### src/rtl/keypad_pkg.sv
// keypad_pkg: shared states, key/command constants and helpers for keypad_code_entry
package keypad_pkg;
  typedef enum logic [2:0] {IDLE, COLLECT, CHECK, EMIT, LOCKOUT} state_e;
  localparam logic [3:0] KEY_ARM     = 4'hA;
  localparam logic [3:0] KEY_DISARM  = 4'hB;
  localparam logic [3:0] KEY_CLR     = 4'hC;
  localparam logic [3:0] CODE_ARM    = 4'b0011;
  localparam logic [3:0] CODE_DISARM = 4'b1100;
  localparam logic [3:0] CODE_NONE   = 4'b0000;
  function automatic int max3(input int a, input int b, input int c);
    int m;
    m = a > b ? a : b;
    return m > c ? m : c;
  endfunction
  // PIN with its last digit bumped by one, wrapping 9 back to 0
  function automatic logic [31:0] duress_pin(input logic [31:0] pin);
    return {pin[31:4], pin[3:0] == 4'd9 ? 4'd0 : pin[3:0] + 4'd1};
  endfunction
endpackage

### src/rtl/keypad_code_entry_timer.sv
// keypad_timer: ENA-qualified loadable down-counter; expired while the count is zero
module keypad_timer #(
  parameter int W = 8
) (
  input  logic         clk,
  input  logic         reset_n,
  input  logic         ena,
  input  logic         load,
  input  logic [W-1:0] load_val,
  output logic         expired
);
  logic [W-1:0] cnt_q, cnt_d;
  always_comb cnt_d = load ? load_val : (cnt_q != '0 ? cnt_q - 1'b1 : cnt_q);
  always_ff @(posedge clk)
    if (ena) cnt_q <= !reset_n ? '0 : cnt_d;
  assign expired = cnt_q == '0;
endmodule

### src/rtl/keypad_code_entry.sv
// keypad_code_entry: PIN entry, check, command pulse and failure lockout for the alarm keypad bus.
// Define KEYPAD_DURESS_EN to accept the duress PIN (last digit + 1) on DISARM and raise duress.
module keypad_code_entry
  import keypad_pkg::*;
#(
  parameter int          PIN_DIGITS  = 4,
  parameter logic [31:0] PIN_CODE    = 32'h0000_1234,
  parameter int          TIMEOUT_CYC = 200,
  parameter int          PULSE_CYC   = 4,
  parameter int          MAX_FAILS   = 3,
  parameter int          LOCKOUT_CYC = 1000
) (
  input  logic                               clk,
  input  logic                               reset_n,
  input  logic                               ENA,
  input  logic                               key_valid,
  input  logic [3:0]                         key_code,
  output logic [3:0]                         keypad,
  output logic                               entry_busy,
  output logic                               locked,
  output logic [$clog2(MAX_FAILS+1)-1:0]     fail_cnt,
  output logic                               duress
);
  localparam int BW = 4 * PIN_DIGITS;
  localparam int CW = $clog2(PIN_DIGITS + 2);
  localparam int FW = $clog2(MAX_FAILS + 1);
  localparam int TW = $clog2(max3(TIMEOUT_CYC, PULSE_CYC, LOCKOUT_CYC) + 1);
  localparam logic [BW-1:0] PIN    = PIN_CODE[BW-1:0];
  localparam logic [CW-1:0] D_FULL = CW'(PIN_DIGITS);
  localparam logic [CW-1:0] D_OVF  = CW'(PIN_DIGITS + 1);
  localparam logic [FW-1:0] F_MAX  = FW'(MAX_FAILS);
  state_e          state_q, state_d;
  logic [BW-1:0]   buf_q, buf_d;
  logic [CW-1:0]   dcnt_q, dcnt_d;
  logic            disarm_q, disarm_d;
  logic [FW-1:0]   fail_q, fail_d;
  logic [3:0]      keypad_q, keypad_d;
  logic            busy_q, busy_d;
  logic            locked_q, locked_d;
  logic            duress_q, duress_d;
  logic            tmr_load, tmr_exp;
  logic [TW-1:0]   tmr_val;
  logic            is_digit, match, dmatch;
  assign is_digit = key_code <= 4'd9;
  assign match    = dcnt_q == D_FULL && buf_q == PIN;
`ifdef KEYPAD_DURESS_EN
  localparam logic [31:0]   DPIN_FULL = duress_pin(PIN_CODE);
  localparam logic [BW-1:0] DPIN      = DPIN_FULL[BW-1:0];
  assign dmatch = disarm_q && dcnt_q == D_FULL && buf_q == DPIN;
`else
  assign dmatch = 1'b0;
`endif
  keypad_timer #(.W(TW)) u_timer (
    .clk      (clk),
    .reset_n  (reset_n),
    .ena      (ENA),
    .load     (tmr_load),
    .load_val (tmr_val),
    .expired  (tmr_exp)
  );
  always_comb begin
    state_d  = state_q;
    buf_d    = buf_q;
    dcnt_d   = dcnt_q;
    disarm_d = disarm_q;
    fail_d   = fail_q;
    duress_d = duress_q;
    tmr_load = 1'b0;
    tmr_val  = '0;
    case (state_q)
      IDLE:
        if (key_valid && is_digit) begin
          buf_d    = BW'(key_code);
          dcnt_d   = CW'(1);
          state_d  = COLLECT;
          tmr_load = 1'b1;
          tmr_val  = TW'(TIMEOUT_CYC - 1);
        end
      COLLECT:
        if (key_valid) begin
          // any strobe restarts the idle window, winning over a same-cycle expiry
          tmr_load = 1'b1;
          tmr_val  = TW'(TIMEOUT_CYC - 1);
          if (is_digit) begin
            buf_d  = (buf_q << 4) | BW'(key_code);
            dcnt_d = dcnt_q == D_OVF ? dcnt_q : dcnt_q + 1'b1;
          end else if (key_code == KEY_CLR) begin
            buf_d   = '0;
            dcnt_d  = '0;
            state_d = IDLE;
          end else if (key_code == KEY_ARM || key_code == KEY_DISARM) begin
            disarm_d = key_code == KEY_DISARM;
            state_d  = CHECK;
          end
        end else if (tmr_exp) begin
          buf_d   = '0;
          dcnt_d  = '0;
          state_d = IDLE;
        end
      CHECK: begin
        buf_d  = '0;
        dcnt_d = '0;
        if (match || dmatch) begin
          fail_d   = '0;
          duress_d = duress_q | (dmatch && !match);
          state_d  = EMIT;
          tmr_load = 1'b1;
          tmr_val  = TW'(PULSE_CYC - 1);
        end else begin
          fail_d   = fail_q + 1'b1;
          state_d  = fail_d == F_MAX ? LOCKOUT : IDLE;
          tmr_load = fail_d == F_MAX;
          tmr_val  = TW'(LOCKOUT_CYC - 1);
        end
      end
      EMIT:
        if (tmr_exp) state_d = IDLE;
      LOCKOUT:
        if (tmr_exp) begin
          fail_d  = '0;
          state_d = IDLE;
        end
      default: state_d = IDLE;
    endcase
    keypad_d = state_d == EMIT ? (disarm_q ? CODE_DISARM : CODE_ARM) : CODE_NONE;
    busy_d   = state_d == COLLECT || state_d == CHECK || state_d == EMIT;
    locked_d = state_d == LOCKOUT;
  end
  always_ff @(posedge clk)
    if (ENA) begin
      if (!reset_n) begin
        state_q  <= IDLE;
        buf_q    <= '0;
        dcnt_q   <= '0;
        disarm_q <= 1'b0;
        fail_q   <= '0;
        keypad_q <= CODE_NONE;
        busy_q   <= 1'b0;
        locked_q <= 1'b0;
        duress_q <= 1'b0;
      end else begin
        state_q  <= state_d;
        buf_q    <= buf_d;
        dcnt_q   <= dcnt_d;
        disarm_q <= disarm_d;
        fail_q   <= fail_d;
        keypad_q <= keypad_d;
        busy_q   <= busy_d;
        locked_q <= locked_d;
        duress_q <= duress_d;
      end
    end
  assign keypad     = keypad_q;
  assign entry_busy = busy_q;
  assign locked     = locked_q;
  assign fail_cnt   = fail_q;
  assign duress     = duress_q;
endmodule

### config.mk
export PLATFORM = sky130hd
export DESIGN_NAME = keypad_code_entry
export DESIGN_NICKNAME = d
export VERILOG_FILES = /design/src/rtl/keypad_pkg.sv /design/src/rtl/keypad_code_entry_timer.sv /design/src/rtl/keypad_code_entry.sv
export SDC_FILE = /design/constraint.sdc
export NUM_CORES = 1
export LEC_CHECK = 0
export ABC_AREA = 1
export CORE_ASPECT_RATIO = 1.25
export CORE_MARGIN = 3
export CORE_UTILIZATION = 45
export CTS_BUF_LIST = sky130_fd_sc_hd__clkbuf_4 sky130_fd_sc_hd__clkbuf_8
export DETAILED_ROUTE_END_ITERATION = 8
export SLEW_MARGIN = 20
export SYNTH_ARGS = -nofsm -noshare
export SYNTH_HDL_FRONTEND = slang
export SYNTH_SLANG_ARGS = --single-unit
### constraint.sdc
create_clock -name clk -period 6 [get_ports clk]
set_clock_uncertainty 0.05 [all_clocks]
set_input_delay 0.6 -clock clk [delete_from_list [all_inputs] [get_ports clk]]
set_output_delay 0.6 -clock clk [all_outputs]
set_load 0.01 [all_outputs]
==> results.yml <==
clock_tree:
  cts_resized: 0
  cts.sinks: 39
  holdBufCountCts: 0
  htreeDepth: 2
  cts_tree: "built"
  cts_buffers: 5
  clkTransAtPathRegs_ps: 70
  clk_path_buf_depth: 2
  cts-root-buf: "clkbuf_8"
  clock_latency_ps: 290
  post_cts_buffers: 0
sta:
  hold_violations: 0
  hold_ws_ps: 509
  finalCriticalPeriod_ps: 2450
  setup_tns_ps: 0
  setup_viol: 0
  worst_slew_pin_slew_ps: 768
  drv_slew: 0
  finalCritPeriodShare: 0.408
  slew_headroom: 0.487
  rsz0062_at_grt: "false"
  fmax_ghz: 0.409
layout:
  syn_to_final_growth_pct: 11.2
  diodes: 0
  seqCellArea_sq_mm: 0.00117
  final_cells: 340
  fillers: 452
  nets: 293
  multi_input_area_sq_um: 966
  drive_above_1_share: 0.143
worst_hold_path:
  min_to: "keypad[1]"
  worstHoldPathCells: 1
  hold_start: "disarm_q"
  worstHoldPathType: "reg2reg"
worst_setup_path:
  max_stage_delay_ps: 970
  r2r_end: "buf_q[13]"
  critPathLaunchType: "input pin"
  arrival_ps: 2430
  critPathKind: "in2reg"
  critPathSlowestCell: "clkdlybuf4s50_1"
  timing.rr.start: "u_timer.cnt_q[0]"
  critPathCaptureType: "register"
  path_delay_family: "buffers and inverters"
  critPathMaxFanout: 19
  path_buf_inv: 3
  reg2reg_slack_ps: 3770
  rr_worst_depth: 9
  crit_chain: "clkdlybuf4s50_1 > inv_2 > nor2_1 > nand4_1 > nand2_1 > nor2_1 > buf_4"
  crit_required_ps: 5980
  cp_common_cell: "nor2_1"
outcome:
  status: "finished clean"
logic_synthesis:
  synth_area_sq_mm: 0.00236
  synth_cell_type_count: 33
  synth_top_area_cell: "edfxtp_1"
  yosys_warnings: 0
  synth_flop_cell: "edfxtp_1"
  synth_edf_count: 39
  async_flop_share: 0
  synth_top_area_frac: 0.495
  synthesis.nets: 276
  ys_seq_elements: 39
  synth_area_leaders: "edfxtp_1 (50%), nand2_1 (7.5%), inv_1 (6.2%), nor2_1 (6.2%), nor2_4 (6.2%)"
  avgSynthCellArea_sq_um: 8.99
  seq_area_frac_synth: 0.495
  syn_inst: 263
die:
  dieArea_sq_mm: 0.00617
  die_y_um: 87.1
  io_pins: 17
  initial_core_util: 0.482
  core_area_sq_mm: 0.00490
  rows: 28
  die_w_um: 70.8
power_and_ir_drop:
  p_sw_w: 0.000159
  p_sw_frac: 0.268
  p_seq_frac: 0.564
  p_clk_frac: 0.281
  peakVddDrop_uv: 159
  p_leak_nw: 1.11
  power_density_mw_per_mm2: 225
  p_comb_frac: 0.155
  intPower_w: 0.000432
detailed_routing:
  drt_iter0_drc: 64
  vias_per_cell: 5.02
  drc_errors: 0
  vias: 1708
  ant_nets: 0
  avgRoutedWirePerCell_um: 12.2
  dr.pass1.iters: 4
  wirelength_um: 4160
grt:
  overflow: 0
  grt_usage: 0.153
  grt_pass1_vias: 1680
  antenna_found_initial: 0
  grt_pass1_wl_um: 7330
  grt_start_max_net_pins: 20
place:
  dp.cells: 333
  gp_congestion: 0.886
  io_buffer_count: 15
  hpwl_um: 3210
flow_run:
  maxCapViolations: 0
metrics by stage:
step / setup slack [ps] / total power, W / area (sq um) / util
2_1_floorplan: 3630 / 0.000404 / 2360 / -
3_3_place_gp: 3290 / 0.000432 / 2550 / 0.520
3_5_place_dp: 3260 / 0.000432 / 2550 / 0.520
4_1_cts: 3570 / 0.000596 / 2630 / 0.536
5_1_grt: 3420 / 0.000621 / 2630 / 0.536
6_report: 3550 / 0.000591 / 2630 / 0.536
cell type report:
| class | instances | area share |
|---|---|---|
| Clock buffer | 5 | 0.0262 |
| Clock inverter | 2 | 0.00333 |
| Inverter | 48 | 0.0690 |
| Multi-Input combinational cell | 170 | 0.367 |
| Sequential cell | 39 | 0.446 |
| Tap cell | 60 | 0.0286 |
| Timing Repair Buffer | 16 | 0.0600 |
cells by family after synthesis:
group | share of synthesized area
adders and majority gates | 0.0265
other | 0.00159
DFF | 0.495
xor gates and xnor gates | 0.0185
and+or+nand+nor | 0.319
AOI/OAI and AO/OA | 0.0434
buffers and inverters | 0.0963
Yosys cell counts, types with 3 or more instances:
library cell	n
nand2_1	47
edfxtp_1	39
inv_1	39
nor2_1	39
nand3_1	22
nor2_4	13
nand4_1	9
inv_2	8
a21oi_1	5
ha_1	5
o21ai_1	5
xor2_1	4
buf_4	3
nor3_1	3
sequential cells by signal (all words and copies together) (netlist names):
signal         cells
buf_q             16
locked             1
state_q            3
entry_busy         1
disarm_q           1
dcnt_q             3
fail_cnt           2
u_timer.cnt_q     10
keypad             2
cell usage in the layout, fill, tap and decap left out, drive strengths merged:
master | netlist | layout
nand4 | 9 | 9
clkdlybuf4s50 | 0 | 15
inv | 47 | 47
nand3 | 24 | 24
conb | 1 | 1
nand3b | 1 | 1
xnor2 | 1 | 1
buf | 5 | 1
nand2 | 49 | 49
clkbuf | 1 | 5
a21oi | 7 | 7
a31oi | 1 | 1
o21ai | 7 | 7
a211oi | 1 | 1
xor2 | 4 | 4
nor3 | 4 | 4
nor2 | 55 | 55
edfxtp | 39 | 39
ha | 5 | 5
clkinv | 1 | 3
and2 | 1 | 1
per-layer routing:
layer	global-route usage	up-vias	wire (um)
met3	0.0323	13	117
li1	-	884	-
met1	0.183	779	1880
met4	0.0786	0	118
met2	0.258	32	2030
met5	0	-	0
worst max path at each step:
stage                      from  slack (ps)        end  cells after the start
2_1_floorplan  u_timer.cnt_q[0]        3630   buf_q[0]                      8
3_5_place_dp            reset_n        3260  buf_q[12]                      7
6_report                reset_n        3550  buf_q[13]                      7
5_1_grt                 reset_n        3420  buf_q[10]                      7
3_3_place_gp            reset_n        3290   buf_q[8]                      7
4_1_cts                 reset_n        3570  buf_q[12]                      7
power by group through the flow:
stage          logic [W]  clock network, W  registers [W]
3_5_place_dp   0.0000920                 0       0.000340
4_1_cts        0.0000925          0.000170       0.000334
6_report       0.0000914          0.000166       0.000334
3_3_place_gp   0.0000919                 0       0.000340
2_1_floorplan  0.0000662                 0       0.000338
5_1_grt         0.000104          0.000181       0.000336
Power figures use the tool's default switching activity.
